**config.mk**
```make
export PLATFORM = sky130hd
export DESIGN_NAME = stage2_window_gen
export DESIGN_NICKNAME = d
export VERILOG_FILES = /design/src/rtl/stage2_window_gen.sv
export SDC_FILE = /design/constraint.sdc
export NUM_CORES = 2
export LEC_CHECK = 0
export CORE_MARGIN = 1.5
export CORE_UTILIZATION = 59
export DETAILED_ROUTE_END_ITERATION = 8
export HOLD_SLACK_MARGIN = 0.02
export PLACE_DENSITY = 0.89
export SLEW_MARGIN = 25
export SYNTH_ARGS = -nofsm -noshare
export SYNTH_HDL_FRONTEND = slang
export SYNTH_SLANG_ARGS = --single-unit
```
**constraint.sdc**
```tcl
create_clock -name clk -period 6.8 [get_ports clk]
set_clock_uncertainty 0.15 [all_clocks]
set_input_delay 1.36 -clock clk [delete_from_list [all_inputs] [get_ports clk]]
set_output_delay 1.36 -clock clk [all_outputs]
set_load 0.02 [all_outputs]
```
**src/rtl/stage2_window_gen.sv**
```systemverilog
// stage2_window_gen: raster pixel stream to sliding KYxKX window.
// Four line buffers plus a window shift array feed a registered packed output.
module stage2_window_gen #(
  parameter int IBW = 20,
  parameter int KX  = 5,
  parameter int KY  = 5,
  parameter int IW  = 12,
  parameter int IH  = 12
) (
  input  logic                          clk,
  input  logic                          reset_n,
  input  logic                          i_valid,
  input  logic signed [IBW-1:0]         i_pixel,
  output logic                          o_valid,
  output logic signed [KX*KY*IBW-1:0]   o_window,
  output logic                          o_frame_done
);

  localparam int CW = $clog2(IW);
  localparam int RW = $clog2(IH);
  localparam int LB = KY - 1;

  logic [CW-1:0]  col_q, col_d;
  logic [RW-1:0]  row_q, row_d;
  logic [IBW-1:0] lb_q  [LB][IW];
  logic [IBW-1:0] lb_rd [LB];
  logic [IBW-1:0] win_q [KY][KX];
  logic [IBW-1:0] win_d [KY][KX];
  logic [KX*KY*IBW-1:0] pack_d;
  logic fire;
  logic last;

  // Read the stored rows at the current column, oldest first.
  always_comb begin
    for (int k = 0; k < LB; k++) begin
      lb_rd[k] = lb_q[k][col_q];
    end
  end

  // Window completion and end-of-frame detection.
  always_comb begin
    fire = i_valid
         && (row_q >= RW'(KY-1))
         && (col_q >= CW'(KX-1));
    last = i_valid
         && (row_q == RW'(IH-1))
         && (col_q == CW'(IW-1));
  end

  // Raster position advance; row wraps with the last column.
  always_comb begin
    col_d = col_q;
    row_d = row_q;
    if (i_valid) begin
      if (col_q == CW'(IW-1)) begin
        col_d = '0;
        if (row_q == RW'(IH-1)) begin
          row_d = '0;
        end else begin
          row_d = row_q + RW'(1);
        end
      end else begin
        col_d = col_q + CW'(1);
      end
    end
  end

  // Shift the window left and load the new right column.
  always_comb begin
    win_d = win_q;
    if (i_valid) begin
      for (int j = 0; j < KY; j++) begin
        for (int i = 0; i < KX-1; i++) begin
          win_d[j][i] = win_q[j][i+1];
        end
      end
      for (int j = 0; j < LB; j++) begin
        win_d[j][KX-1] = lb_rd[j];
      end
      win_d[KY-1][KX-1] = i_pixel;
    end
  end

  // Pack the next window in kernel order.
  always_comb begin
    pack_d = '0;
    for (int j = 0; j < KY; j++) begin
      for (int i = 0; i < KX; i++) begin
        pack_d[(j*KX+i)*IBW +: IBW] = win_d[j][i];
      end
    end
  end

  // Line buffers: rotate rows at the current column, no reset needed.
  always_ff @(posedge clk) begin
    if (i_valid) begin
      for (int k = 0; k < LB-1; k++) begin
        lb_q[k][col_q] <= lb_q[k+1][col_q];
      end
      lb_q[LB-1][col_q] <= i_pixel;
    end
  end

  // Counters, window array and registered outputs.
  always_ff @(posedge clk or negedge reset_n) begin
    if (!reset_n) begin
      col_q        <= '0;
      row_q        <= '0;
      o_valid      <= 1'b0;
      o_frame_done <= 1'b0;
      o_window     <= '0;
      for (int j = 0; j < KY; j++) begin
        for (int i = 0; i < KX; i++) begin
          win_q[j][i] <= '0;
        end
      end
    end else begin
      col_q        <= col_d;
      row_q        <= row_d;
      win_q        <= win_d;
      o_valid      <= fire;
      o_frame_done <= last;
      if (fire) begin
        o_window <= pack_d;
      end
    end
  end

endmodule
```
==> metrics.log <==
[metrics] crit share post-route: 63.7%
[metrics] WS Path Type: reg2reg
[metrics] first-pass detailed-route iteration total: 6
[metrics] post-CTS repair timing setup buffer count: 0
[metrics] floorplan die area: 130000 um^2
[metrics] destination of the worst hold path: o_window[477]
[metrics] total congestion overflow: 0
[metrics] routability congestion estimate: 0.806
[metrics] post-CTS clock slew at the launch and capture registers of the worst setup and hold paths: 0.06 ns
[metrics] final-layout fill cell count: around 6900
[metrics] Fin. Hold Viols: 0
[metrics] leading area contributor after synthesis: edfxtp_1
[metrics] Tot Pwr: 43.5 mW
[metrics] hold path start: o_window[477]
[metrics] latest clock arrival within the worst-skew pair: slightly above 0.8 ns
[metrics] Setup-failing EPs final: 0
[metrics] worst slew slack as a fraction of its limit: 22.0%
[metrics] critical register-to-register path endpoint: lb_q[0][207]
[metrics] setup ws final: between 2 and 2.5 ns
[metrics] Hold Crit Class: reg2reg
[metrics] Port Buffer Count: between 500 and 600
[metrics] number of cells produced by synthesis: 4106
[metrics] Cell Area, Synth: 75400 um^2
[metrics] starting DRC count in detailed routing: 4862
[metrics] maximum number of buffers from clock root to sink: 3
[metrics] Register-to-Register Setup Slack: 2.47 ns
[metrics] R2R depth: 5
[metrics] die height: 360 um
[metrics] number of CTS-inserted buffers: 179
[metrics] total core area: 126000 um^2
[metrics] peak clock frequency supported by timing: around 0.23 GHz
[metrics] share of synthesized area occupied by flip-flops and latches: a little under three quarters
[metrics] hold bufs inserted after CTS: 0
[metrics] layout overhead on the synthesized area: 17.6%
[metrics] post-cts resize count: 0
[metrics] Post-synth EDFFs: 960
[metrics] max-slew violations: 0
[metrics] Placed Cells incl. Taps: 6119
[metrics] Pleak: 34.5 nW
[metrics] Post-DP HPWL: 112000 um
[metrics] I/O pin total: approximately 530
[metrics] highest fanout seen on the critical path: 52
[metrics] Least-Margin Pin Slew: about 1.2 ns
[metrics] maxcap violations: 0
[metrics] instance area at placement: 82200 um^2
[metrics] top post-synthesis cells by count: dfrtp_1, edfxtp_1, mux2_2
[metrics] CTS root buf: clkbuf_16
[metrics] Via-to-Cell Ratio: ~6.4
[metrics] Critical Path Start Type: register
[metrics] Netlist cell types: 35
[metrics] Sum Neg Setup Slack: 0 ns
[metrics] number of antenna violations at the first check in global routing: 2
[metrics] CTS sink cnt: 1970
[metrics] Avg Inst Size Synth: around 18 um^2
[metrics] global-route wire length before repair: 290000 um
[metrics] Power Density: 491 nW/um^2
[metrics] nature of the critical path endpoint: register
[metrics] run status: finished, final reports clean
[metrics] initial core utilization: about three fifths
[metrics] Syn Nets: 4134
[metrics] count of non-filler cells in the finished layout: ~6500
[metrics] setup slack at placement: 2.42 ns
[metrics] portion of synthesized cell area occupied by the leading cell type: roughly two fifths
[metrics] Final nets: 4680
[metrics] largest net degree at the start of global routing: 160
[metrics] synth warn: 0
[metrics] detailed-route via count: ~41000
[metrics] total wire length after detailed routing: 197000 um
[metrics] fraction of registers with async set or reset after synthesis: 51.3%
[metrics] Area contributors post-synth: edfxtp_1, dfrtp_1, mux2_4, mux2_2, mux2i_1
[metrics] Worst Hold Depth: 1
[metrics] most frequent cell after synthesis: dfrtp_1
[metrics] width of the chip: 360 um
[metrics] arrival time worst endpoint: 4.63 ns
[metrics] share of the core filled with cells in the final layout: 70.2%
[metrics] vias in the first global route: 43200
[metrics] Reg-to-Reg Start: col_q[1]
[metrics] VDD IR-drop max: about 0.34 mV
[metrics] TritonCTS clock tree: done
[metrics] post-layout minimum cycle time: approximately 4.3 ns
[metrics] unrepaired setup endpoints after global routing: no
[metrics] post-detailed-route DRC marker count: 0
[metrics] top flip-flop cell by instance count after synthesis: dfrtp_1
[metrics] post-route cell area: 88700 um^2
[metrics] number of cell rows: 130
[metrics] number of levels in the clock H-tree: 4
[metrics] Total GRT Usage: between 30% and 40%
[metrics] DR WL/cell: about 30 um
[metrics] ratio of cells with drive above 1 in the final layout: 27.0%
[metrics] post-detailed-route count of antenna-violating nets: 0
[metrics] synthesis-stage register bit count: 1970
[metrics] data required time of the critical path: ~7 ns
[metrics] Hold Slack: 0.337 ns
[worst max-delay path by stage]
stage,from,endpoint,slack (ns),depth (start not counted)
finish,col_q[1],lb_q[0][207],2.47,5
global route,col_q[0],lb_q[2][7],2.36,5
CTS,col_q[0],lb_q[2][7],2.53,5
detailed placement,i_valid,lb_q[3][149],2.42,4
global placement,i_valid,lb_q[3][140],2.50,4
floorplan,i_valid,lb_q[0][20],0.47,6
[placed cells by master, fill, tap and decap left out, types with 4 or more instances in the layout]
cell	count
buf_4	53
ha_1	5
mux2_2	421
a21oi_1	120
inv_6	8
o21ai_0	24
clkinv_2	17
mux2_1	23
mux2_4	397
clkbuf_16	185
nand2_1	33
mux4_2	100
a31oi_1	40
inv_1	63
edfxtp_1	960
nor2_1	163
clkdlybuf4s50_1	522
clkinv_1	21
a22oi_1	119
mux2i_1	280
clkbuf_1	37
a221oi_1	80
clkbuf_8	26
dfrtp_1	1006
nor2_4	12
clkinv_16	4
buf_12	22
bufinv_16	28
[area by class of cell]
type	instances	area [um^2]	share of cell area, %
Inverter	64	241	0.272
Tap cell	1650	2060	2.33
Sequential cell	1970	54100	61.0
Multi-Input combinational cell	1835	19700	22.2
Timing Repair Buffer	602	6140	6.92
Clock inverter	87	1290	1.45
Antenna cell	2	5.00	0.00564
Clock buffer	249	5130	5.79
[kinds of logic after synthesis]
kind of cell               after synthesis  share of synthesized area (%)
DFF                                   1970                           71.8
buffers and inverters                  301                           2.27
and+or+nand+nor                        219                           1.14
adders and majority gates                5                         0.0830
AOI/OAI and AO/OA                      389                           3.46
xor gates and xnor gates                 1                         0.0116
muxes                                 1221                           21.3
[registers in the layout, summed over array words and instances, names as in the netlist]
register      cells
lb_q            960
row_q             4
o_valid           1
o_frame_done      1
col_q             4
o_window        500
win_q           500
[critical path, cell delays in order, from the launching register on]
cell and delay, ns:
dfrtp_4 1.05, and2_4 0.86, buf_4 0.36, a22oi_1 0.14, a22oi_1 0.92, inv_1 0.44
[power breakdown]
part	total, mW	switching (mW)	internal, mW
sequential	19.0	2.06	16.9
combinational	13.6	8.20	5.42
clock	10.9	4.55	6.38
[per-layer routing]
layer | routed length, um | GRT usage [%]
met1 | 68100 | 36.9
met2 | 97700 | 50.2
met3 | 18400 | 6.27
met4 | 13100 | 17.4
met5 | 23 | 0
No activity file was read; power rests on OpenSTA's default activity.
